## config.mk

```make
export PLATFORM = sky130hd
export DESIGN_NAME = regfile_read_arbiter
export DESIGN_NICKNAME = d
export VERILOG_FILES = /design/src/rtl/regfile_pkg.sv /design/src/rtl/regfile_read_arbiter_rr.sv /design/src/rtl/regfile_read_arbiter.sv
export SDC_FILE = /design/constraint.sdc
export NUM_CORES = 1
export LEC_CHECK = 0
export BUFFER_PORTS_ARGS = -buffer_cell sky130_fd_sc_hd__buf_2
export CAP_MARGIN = 20
export CORE_MARGIN = 3
export CORE_UTILIZATION = 35
export CTS_CLUSTER_SIZE = 24
export DETAILED_ROUTE_END_ITERATION = 6
export GPL_ROUTABILITY_DRIVEN = 0
export HOLD_SLACK_MARGIN = 0.08
export PLACE_DENSITY_LB_ADDON = 0.15
export SKIP_CTS_REPAIR_TIMING = 1
export SLEW_MARGIN = 20
export SYNTH_ARGS = -nofsm -noshare
export SYNTH_HDL_FRONTEND = slang
export SYNTH_SLANG_ARGS = --single-unit
```

## constraint.sdc

```tcl
create_clock -name clock -period 3.5 [get_ports clock]
set_input_delay 0.35 -clock clock [delete_from_list [all_inputs] [get_ports clock]]
set_output_delay 0.35 -clock clock [all_outputs]
set_load 0.01 [all_outputs]
```

## src/rtl/regfile_pkg.sv

```systemverilog
// Shared definitions for the register-file read arbiter.
//   ADDR_W        : default register select width
//   DATA_W        : default register data width
//   MAX_REQ       : largest supported requester count
//   REG_ZERO      : register number that always reads as zero
//   onehot_to_idx : index of the set bit in a one-hot vector (0 when empty)
package regfile_pkg;

  localparam int ADDR_W  = 5;
  localparam int DATA_W  = 32;
  localparam int MAX_REQ = 8;

  localparam logic [ADDR_W-1:0] REG_ZERO = '0;

  // OR-reduction of the indices of all set bits; exact for a one-hot input
  // and avoids a priority chain.
  function automatic logic [2:0] onehot_to_idx(input logic [MAX_REQ-1:0] oh);
    logic [2:0] idx;
    idx = '0;
    for (int i = 0; i < MAX_REQ; i++) begin
      if (oh[i]) idx = idx | 3'(i);
    end
    return idx;
  endfunction

endpackage

```

## src/rtl/regfile_read_arbiter_rr.sv

```systemverilog
// Combinational round-robin picker.
// Ports:
//   elig_i    : eligible requesters
//   ptr_i     : highest-priority index this cycle (0..NUM_REQ-1)
//   win_oh_o  : winner, one-hot (zero when nobody is eligible)
//   win_idx_o : winner index (0 when nobody is eligible)
//   any_o     : a winner exists
module rr_arbiter #(
  parameter int NUM_REQ = 4,
  parameter int IDX_W   = $clog2(NUM_REQ)
) (
  input  logic [NUM_REQ-1:0] elig_i,
  input  logic [IDX_W-1:0]   ptr_i,
  output logic [NUM_REQ-1:0] win_oh_o,
  output logic [IDX_W-1:0]   win_idx_o,
  output logic               any_o
);

  import regfile_pkg::*;

  // One extra bit so ptr + offset can be wrapped without overflow.
  logic [IDX_W:0] pos;

  always_comb begin
    pos      = '0;
    win_oh_o = '0;
    any_o    = 1'b0;
    for (int k = 0; k < NUM_REQ; k++) begin
      pos = {1'b0, ptr_i} + (IDX_W+1)'(k);
      if (pos >= (IDX_W+1)'(NUM_REQ)) pos = pos - (IDX_W+1)'(NUM_REQ);
      if (!any_o && elig_i[pos[IDX_W-1:0]]) begin
        win_oh_o[pos[IDX_W-1:0]] = 1'b1;
        any_o                    = 1'b1;
      end
    end
  end

  assign win_idx_o = IDX_W'(onehot_to_idx(MAX_REQ'(win_oh_o)));

endmodule

```

## src/rtl/regfile_read_arbiter.sv

```systemverilog
// Shares one register-file read port among NUM_REQ requesters.
// Stage A arbitrates round-robin and registers the grant and read select;
// stage B captures the read data (with register-0 zeroing and same-cycle
// write forwarding) and returns it to the granted requester.
// Ports:
//   clock, ctrl_reset   : clock, synchronous active-high reset
//   req, req_addr       : per-requester level request and register number
//   gnt                 : one-hot grant pulse
//   ctrl_readReg        : select to the register-file read port
//   data_readReg        : combinational read data from the register file
//   ctrl_writeEnable,
//   ctrl_writeReg,
//   data_writeReg       : snooped register-file write port
//   rsp_valid, rsp_data : one-hot response pulse and its data
module regfile_read_arbiter #(
  parameter int NUM_REQ = 4,
  parameter int ADDR_W  = regfile_pkg::ADDR_W,
  parameter int DATA_W  = regfile_pkg::DATA_W
) (
  input  logic                      clock,
  input  logic                      ctrl_reset,
  input  logic [NUM_REQ-1:0]        req,
  input  logic [NUM_REQ*ADDR_W-1:0] req_addr,
  output logic [NUM_REQ-1:0]        gnt,
  output logic [ADDR_W-1:0]         ctrl_readReg,
  input  logic [DATA_W-1:0]         data_readReg,
  input  logic                      ctrl_writeEnable,
  input  logic [ADDR_W-1:0]         ctrl_writeReg,
  input  logic [DATA_W-1:0]         data_writeReg,
  output logic [NUM_REQ-1:0]        rsp_valid,
  output logic [DATA_W-1:0]         rsp_data
);

  import regfile_pkg::*;

  localparam int IDX_W = $clog2(NUM_REQ);

  logic [NUM_REQ-1:0] gnt_q, gnt_d;
  logic [ADDR_W-1:0]  readreg_q, readreg_d;
  logic               issue_valid_q, issue_valid_d;
  logic [IDX_W-1:0]   ptr_q, ptr_d;
  logic [NUM_REQ-1:0] rsp_valid_q, rsp_valid_d;
  logic [DATA_W-1:0]  rsp_data_q, rsp_data_d;

  logic [NUM_REQ-1:0] elig;
  logic [NUM_REQ-1:0] win_oh;
  logic [IDX_W-1:0]   win_idx;
  logic               win_any;

  logic [ADDR_W-1:0]  addr_arr [NUM_REQ];

  for (genvar i = 0; i < NUM_REQ; i++) begin : g_addr
    assign addr_arr[i] = req_addr[i*ADDR_W +: ADDR_W];
  end

  // Last cycle's winner sits out one cycle, so a requester holding req
  // high is granted at most every other cycle.
  assign elig = req & ~gnt_q;

  rr_arbiter #(
    .NUM_REQ (NUM_REQ),
    .IDX_W   (IDX_W)
  ) u_rr (
    .elig_i    (elig),
    .ptr_i     (ptr_q),
    .win_oh_o  (win_oh),
    .win_idx_o (win_idx),
    .any_o     (win_any)
  );

  // Stage A: grant and read select. The select holds when idle so the
  // register-file port does not toggle needlessly.
  always_comb begin
    gnt_d         = '0;
    readreg_d     = readreg_q;
    issue_valid_d = 1'b0;
    ptr_d         = ptr_q;
    if (win_any) begin
      gnt_d         = win_oh;
      readreg_d     = addr_arr[win_idx];
      issue_valid_d = 1'b1;
      ptr_d         = (win_idx == IDX_W'(NUM_REQ-1)) ? '0 : win_idx + IDX_W'(1);
    end
  end

  // Stage B: capture. A write landing in the same cycle has not reached
  // the array yet, so its data is forwarded; register 0 is always zero.
  always_comb begin
    rsp_valid_d = '0;
    rsp_data_d  = rsp_data_q;
    if (issue_valid_q) begin
      rsp_valid_d = gnt_q;
      if (readreg_q == ADDR_W'(REG_ZERO)) begin
        rsp_data_d = '0;
      end else if (ctrl_writeEnable && (ctrl_writeReg == readreg_q)) begin
        rsp_data_d = data_writeReg;
      end else begin
        rsp_data_d = data_readReg;
      end
    end
  end

  always_ff @(posedge clock) begin
    if (ctrl_reset) begin
      gnt_q         <= '0;
      readreg_q     <= '0;
      issue_valid_q <= 1'b0;
      ptr_q         <= '0;
      rsp_valid_q   <= '0;
      rsp_data_q    <= '0;
    end else begin
      gnt_q         <= gnt_d;
      readreg_q     <= readreg_d;
      issue_valid_q <= issue_valid_d;
      ptr_q         <= ptr_d;
      rsp_valid_q   <= rsp_valid_d;
      rsp_data_q    <= rsp_data_d;
    end
  end

  assign gnt          = gnt_q;
  assign ctrl_readReg = readreg_q;
  assign rsp_valid    = rsp_valid_q;
  assign rsp_data     = rsp_data_q;

endmodule

```

# == Word-level counts from Yosys, hierarchy flattened ==
# Index checks and enable logic that the tools add are counted.
# word_totals
input_bits,96
out_inout_bits,45
wordCells,89
register_bits,48
# op_classes
eq_ne,2
bitwise,8
mux,38
reduce_logical,14
add_sub_neg,8
order_cmp,13
# ops
operator,count
32-bit two-way mux,2
4-bit two-way mux,4
1-bit two-way mux,14
2-bit two-way mux,7
"3-bit >= comparator, second input constant",4
"2-bit by 3-bit < comparator with 1-bit output, second input constant",4
4-bit bitwise OR,3
5-bit binary-select mux with 2-bit select,1
5-bit two-way mux,2
1-bit binary-select mux with 2-bit select,4
1-bit demux with 2-bit select,4
"2-bit by 1-bit >= comparator with 1-bit output, second input constant",4
1-bit logical AND,8
"2-bit by 1-bit subtractor with 2-bit output, second input constant",4
"2-bit by 2-bit adder with 3-bit output, second input constant",2
5-bit == test,1
5-bit zero test,1
4-bit AND,1
4-bit NOT,1
2-bit OR reduction,2
"2-bit by 1-bit adder with 3-bit output, second input constant",1
"2-bit by 3-bit >= comparator with 1-bit output, second input constant",1
1-bit zero test,3
2-bit NOT with 3-bit output,1
3 further kinds,4

# == Logic depth before layout (Yosys ltp) ==
# Gate-level depths: netlist (run 1).
# logic_depth
ltp_word,21
ltp_mapped,11
mapped_depth_nobuf,9

# == By module ==
# From an unflattened synthesis (run 1), not the netlist that was laid out.
# hier_totals
hier_cells,316
area_unflattened_um2,2698.8
# modules_own_cells
mod,cells_each,area_per_inst_um2,n_inst,seq_area_each_um2
regfile_read_arbiter,246,2198.4,1,960.9
rr_arbiter,70,500.5,1,0.0

# == Worst setup path before layout (run 1) ==
# No wires, ideal clock.
# synth_path
path_type,register -> register
from,register ptr_q[0]
to,"register readreg_q[0], in the netlist ctrl_readReg[0]"
setup_slack_ns,0.779
n_path_buf,2
required_time_ns,3.378
arrival_time_ns,2.600
setup_time_ns,0.122
synth_period_minus_slack_ns,2.721
path_stages_with_launch,12
cell_sequence,dfxtp_1 inv_2 ha_1 or3_1 a2111oi_2 a22oi_1 and3_1 buf_6 and2_4 buf_6 mux2i_1 a21oi_1
# synth_between
elab_chain_cells,21
elab_cells_between_ends,67
classes_between,add/sub (7); order compare (12); mux (34); bitwise (4); reduce/logical (10)
# synth_rtl
element,line_no,text
start: declaration,regfile_read_arbiter.sv:41,"logic [IDX_W-1:0] ptr_q, ptr_d;"
start signal: assignment,regfile_read_arbiter.sv:115,ptr_q <= ptr_d;
"parallel branches: the longest is 21 deep, another holds 2-bit by 1-bit adder with 3-bit output",-,
end signal: assignment,regfile_read_arbiter.sv:113,readreg_q <= readreg_d;
end: declaration,regfile_read_arbiter.sv:39,"logic [ADDR_W-1:0] readreg_q, readreg_d;"
# Several ways; the timed one is not identified. The select of a mux whose other input is x is not followed.
# A chain may end at the register's enable or synchronous reset.

# == Worst setup path in the final report (run 1) ==
# layout_path
from,register ptr_q[0]
to,"register readreg_q[2], in the netlist ctrl_readReg[2]"
# The elaborated chain is that of the path after synthesis.

==> results_dict.tcl, run 1 <==
set metrics [dict create \
    required_ns 3.69 \
    ys_seq_area_share_pct 36.0 \
    postLayoutCoreUtil_pct 48.0 \
    drive_gt1_share_pct 37.5 \
    yosysTopAreaCellShare_pct 36.0 \
    cts_tree "done" \
    cellPowerDensity_nw_per_um2 643 \
    yosys_most_used_dff "dfxtp_1" \
    post_drt_wl_per_cell_um 13.8 \
    critPathLaunchType "flip-flop" \
    cts_sinks 48 \
    yosysTopAreaCell "dfxtp_1" \
    ant_nets 0 \
    cts_root_buf "clkbuf_8" \
    setup_viol 0 \
    antenna_found_initial 0 \
    syn-num-nets 414 \
    clockBufferDepth 2 \
    htreeDepth 2 \
    overflow 0 \
    die_area_um2 8710 \
    rrSetupSlack_ns 0.52 \
    clock_latency_ns 0.29 \
    ir_drop_mv 0.269 \
    grt_pass1_wl_um 11800 \
    slew_violations 0 \
    num_rows 31 \
    worst_slew_pin_slew_ns 1.05 \
    syn-instance-count 311 \
    rr_startpoint "ptr_q[0]" \
    io_pins 141 \
    r2r-end "ctrl_readReg[2]" \
    whs_path_depth 3 \
    finalSetupTns_ns 0 \
    numPortBuffers 140 \
    hold_class "primary input to flip-flop" \
    wl_um 7420 \
    async_flop_share_pct 0 \
    cp_max_fo 13 \
    power_mw 2.26 \
    final_cell_mix "140 x buf_2, 73 x nor2_1, 48 x dfxtp_1" \
    numCtsBuffers 5 \
    grt_pass1_vias 2531 \
    die_height_um 93.3 \
    final_common_cell "buf_2" \
    fill_cells 738 \
    remaining_drc_errors 0 \
    initial_utilization_pct 36.4 \
    die_width_um 93.3 \
    status "finished clean" \
    yosys.cell_types.count 44 \
    r2r_cells 8 \
    skew_ns 0.00828 \
    synth-seq-cells 48 \
    drt_iter0_drc 74 \
    worstHoldStart "req_addr[19]" \
    rsz0062_at_grt "no" \
    max_slew_margin_pct 29.5 \
    seqCellArea_um2 961 \
    min_to "ctrl_readReg[4]" \
    dr.pass1.iters 4 \
    min_period_ns 2.98 \
    final.period_utilization_pct 85.2 \
    grt_max_degree 55 \
    avgSynthCellArea_um2 8.58 \
    synthesis.area_um2 2670 \
    cp_data_arrival_time_ns 3.17 \
    dpl.hpwl_um 5540 \
    design.core.area_um2 7330 \
    synth_edf_count 0 \
    yosysWarnings 0 \
    final_hold_viol_count 0 \
    num_antenna_cells 0 \
    gr-usage-all-layers_pct 16.5 \
    via_count 2666 \
    fmax_mhz 335 \
    synth_top_cells_by_area "dfxtp_1 36%, mux2i_1 14%, nor2_1 10%" \
    vias_per_cell 4.95 \
    synthToLayoutAreaGrowth_pct 31.8 \
    p_leak_nw 1.63 \
    drv_cap 0 \
    nNetsFinal 542 \
    multi_input_area_um2 1590 \
    end_kind "flip-flop" \
    critical_path_class "flip-flop to flip-flop" \
    clkTransAtPathRegs_ns 0.09 \
]
## per-layer routing
| metal | wire (um) | global-route usage [%] | up-vias |
|---|---|---|---|
| met5 | 0 | 0 | - |
| met4 | 189 | 6.96 | 0 |
| met3 | 614 | 3.54 | 15 |
| met2 | 3480 | 28.6 | 104 |
| met1 | 3140 | 19.6 | 1198 |
| li1 | - | - | 1349 |
## state kept, by name, summed over array words and instances, names as in the netlist
name	count
ptr_q	2
ctrl_readReg	5
gnt	4
rsp_valid	4
rsp_data	32
issue_valid_q	1
## worst max path at each step
stage             start               to  slack [ns]  cells past startpoint
2_1_floorplan  ptr_q[0]  ctrl_readReg[0]        0.78                     11
3_3_place_gp   ptr_q[0]  ctrl_readReg[4]        0.66                      8
3_5_place_dp   ptr_q[0]  ctrl_readReg[1]        0.54                      8
4_1_cts        ptr_q[0]  ctrl_readReg[2]        0.52                      8
5_1_grt        ptr_q[0]  ctrl_readReg[2]        0.27                      9
6_report       ptr_q[0]  ctrl_readReg[2]        0.52                      8
## synthesized netlist by cell type, types with 3 or more instances
cell type	n
nor2_1	73
dfxtp_1	48
a21oi_1	38
mux2i_1	37
clkbuf_1	14
nor3_1	9
ha_1	7
nand3_1	6
a311oi_1	5
and2_1	5
nand2_1	5
nor4b_1	5
xor2_1	5
a22oi_1	4
nor2b_1	4
and4bb_2	3
buf_2	3
buf_6	3
nand2b_1	3
nor4bb_1	3
## through the flow
step	worst slack (ns)	std cells	hold WS, ns	area (um^2)
global route	0.275	539	0.346	3520
global placement	0.663	530	0.464	3400
finish	0.518	539	0.347	3520
CTS	0.521	538	0.340	3490
floorplan	0.779	311	0.519	2670
detailed placement	0.543	530	0.471	3400
## power breakdown
part	internal, mW	switching (mW)	total, mW
Sequential	0.665	0.109	0.773
Clock	0.161	0.183	0.343
Combinational	0.509	0.637	1.15
Total	1.33	0.928	2.26
## final cells by class
class | instances | area share, %
clock inverter | 1 | 0.213
timing repair buffer | 142 | 20.9
tap | 99 | 3.52
multi-input combinational | 239 | 45.3
inverter | 3 | 0.320
sequential | 48 | 27.3
clock buffer | 7 | 2.45
## cell families after synthesis
| group | Yosys count | share of synthesized area, % |
|---|---|---|
| buffers and inverters | 24 | 4.50 |
| xor gates and xnor gates | 6 | 1.97 |
| adders and majority gates | 7 | 3.28 |
| AOI/OAI and AO/OA | 57 | 13.6 |
| and+or+nand+nor | 130 | 25.1 |
| muxes | 39 | 15.6 |
| DFF | 48 | 36.0 |
## worst max-delay path, stage by stage, from the launching register on
cell	delay [ns]
dfxtp_1	0.58
inv_2	0.14
ha_1	0.38
mux4_2	0.39
a32o_2	0.32
a211oi_4	0.46
and2_4	0.31
mux2i_1	0.22
a21oi_1	0.08
Note: power is estimated with default switching activity, not from simulation.
==> run 2: changes to the inputs <==
==> constraint.sdc (replaced) <==
create_clock -name clock -period 3.5 [get_ports clock]
set_input_delay 0.7 -clock clock [delete_from_list [all_inputs] [get_ports clock]]
set_output_delay 0.7 -clock clock [all_outputs]
set_load 0.01 [all_outputs]
==> run 2 against run 1 <==
- via count unchanged
- count of clock-buffer cells in the layout decreased by 1
- utilization increased by 0.36 points
- critical path depth increased by 1
- cell area increased by 0.75%
- cell count increased by 0.56%
- routed wire length decreased by 1.4%
- clock skew about the same
- highest routed layer unchanged
==> results_dict.tcl, run 2 (synthesis results as in run 1) <==
set metrics [dict create \
    synthToLayoutAreaGrowth_pct 32.8 \
    initial_utilization_pct 36.4 \
    gr-usage-all-layers_pct 16.4 \
    power.internal_mw 1.34 \
    ant_nets 0 \
    clock_latency_ns 0.29 \
    critPathLaunchType "flip-flop" \
    numPortBuffers 140 \
    drt_iter0_drc 56 \
    overflow 0 \
    numCtsBuffers 5 \
    drv_cap 0 \
    min_period_ns 3.00 \
    grt_max_degree 34 \
    die_width_um 93.3 \
    critical-path-top-delay-family "simple AND/OR/NAND/NOR gates" \
    end_kind "flip-flop" \
    critical_path_class "flip-flop to flip-flop" \
    post-place-ws_ns 0.510 \
    post_drt_wl_per_cell_um 13.5 \
    fill_cells 748 \
    grt_pass1_wl_um 11700 \
    wl_um 7320 \
    status "finished clean" \
    remaining_drc_errors 0 \
    die_area_um2 8710 \
    grt_pass1_vias 2573 \
    cp_data_arrival_time_ns 3.18 \
    largest_reg_flops 32 \
    cts_tree "done" \
    combPwrFrac_pct 50.5 \
    r2r-end "ctrl_readReg[2]" \
    io_pins 141 \
    die_height_um 93.3 \
    critPathSlowestCell "dfxtp_1" \
    worst_slew_pin_slew_ns 0.540 \
    via_count 2666 \
    required_ns 3.68 \
    clkTransAtPathRegs_ns 0.09 \
    num_antenna_cells 0 \
    rr_startpoint "ptr_q[0]" \
    vias_per_cell 4.92 \
    seq_power_share_pct 34.2 \
    nNetsFinal 545 \
    p_sw_share_pct 41.0 \
    fmax_mhz 333 \
    r2r_cells 9 \
    skew_ns 0.00814 \
    final_common_cell "buf_2" \
    cts_root_buf "clkbuf_8" \
    finalSetupTns_ns 0 \
    endpoint "ctrl_readReg[2]" \
    dr.pass1.iters 6 \
    max_slew_margin_pct 64.0 \
    hold_ws_ns 0.490 \
    final_hold_viol_count 0 \
    postLayoutCoreUtil_pct 48.4 \
    dpl.hpwl_um 5510 \
    stdcell_count 542 \
    clockBufferDepth 2 \
    path_buf_inv 1 \
    antenna_found_initial 0 \
    hold_class "flip-flop to flip-flop" \
    ir_drop_mv 0.280 \
    place_inst 533 \
    path_cells "inv_2 > ha_1 > or3_1 > a2111oi_2 > a22oi_1 > and3_1 > and2_4 > mux2i_1 > a21oi_1" \
    drive_gt1_share_pct 38.1 \
    cp_max_fo 10 \
    final.period_utilization_pct 85.7 \
    cpPeakStageDelay_ns 0.58 \
    crit_path_start "ptr_q[0]" \
    slew_violations 0 \
    p_switching_mw 0.928 \
    num_rows 31 \
    worst_slack_ns 0.500 \
    rrSetupSlack_ns 0.50 \
    p_leak_nw 1.65 \
    rsz0062_at_grt "no" \
    setup_viol 0 \
    cts_sinks 48 \
    cellPowerDensity_nw_per_um2 639 \
    pwr-share-clk_pct 15.3 \
    final_cell_mix "140 x buf_2, 73 x nor2_1, 48 x dfxtp_1" \
    design.core.area_um2 7330 \
    crit_cells 9 \
    htreeDepth 2 \
]
[run 2: worst min path at each step]
stage,startpoint,end,slack [ns],cells past startpoint
after floorplan,gnt[0],rsp_valid[0],0.52,1
after global placement,rsp_data[8],rsp_data[8],0.46,2
after detailed placement,rsp_data[11],rsp_data[11],0.47,2
final,rsp_data[11],rsp_data[11],0.49,2
after CTS,rsp_data[11],rsp_data[11],0.50,2
after global routing,rsp_data[5],rsp_data[5],0.52,2
[run 2: worst register-to-register path, delay by kind of cell, from the launching register on]
family / cells / cell delay [ns]
DFF: 1 / 0.58
buffers and inverters: 1 / 0.15
muxes: 1 / 0.17
and+or+nand+nor: 3 / 0.96
adders and majority gates: 1 / 0.38
AOI/OAI and AO/OA: 3 / 0.64
[run 2: cell type report]
cell class              count  area (um^2)  share of cell area [%]
flip-flops and latches     48          961                    27.1
well taps                  99          124                    3.49
clock inverters             2         15.0                   0.424
clock buffers               6         82.6                    2.33
repair buffers            145          758                    21.4
inverters                   3         11.3                   0.318
multi-input cells         239         1590                    44.9
[run 2: routing by layer]
layer  track usage (%)  wire length [um]  share of wire (%)
met4              4.03                36               0.49
met2              29.7              3560                 49
met3              3.38               531                7.3
met5                 0                 0                  0
met1              19.5              3190                 44
[run 2: through the flow]
stage	cell area (um^2)	power (mW)
final	3540	2.26
after detailed placement	3420	1.93
after global placement	3420	1.91
after global routing	3540	2.46
after floorplan	2670	1.66
after CTS	3520	2.28
[run 2: power by group through the flow]
stage | registers (mW) | logic, mW | clock network [mW]
CTS | 0.776 | 1.14 | 0.362
detailed placement | 0.788 | 1.14 | 0
finish | 0.775 | 1.14 | 0.346
global route | 0.796 | 1.28 | 0.383
global placement | 0.786 | 1.13 | 0
floorplan | 0.811 | 0.845 | 0
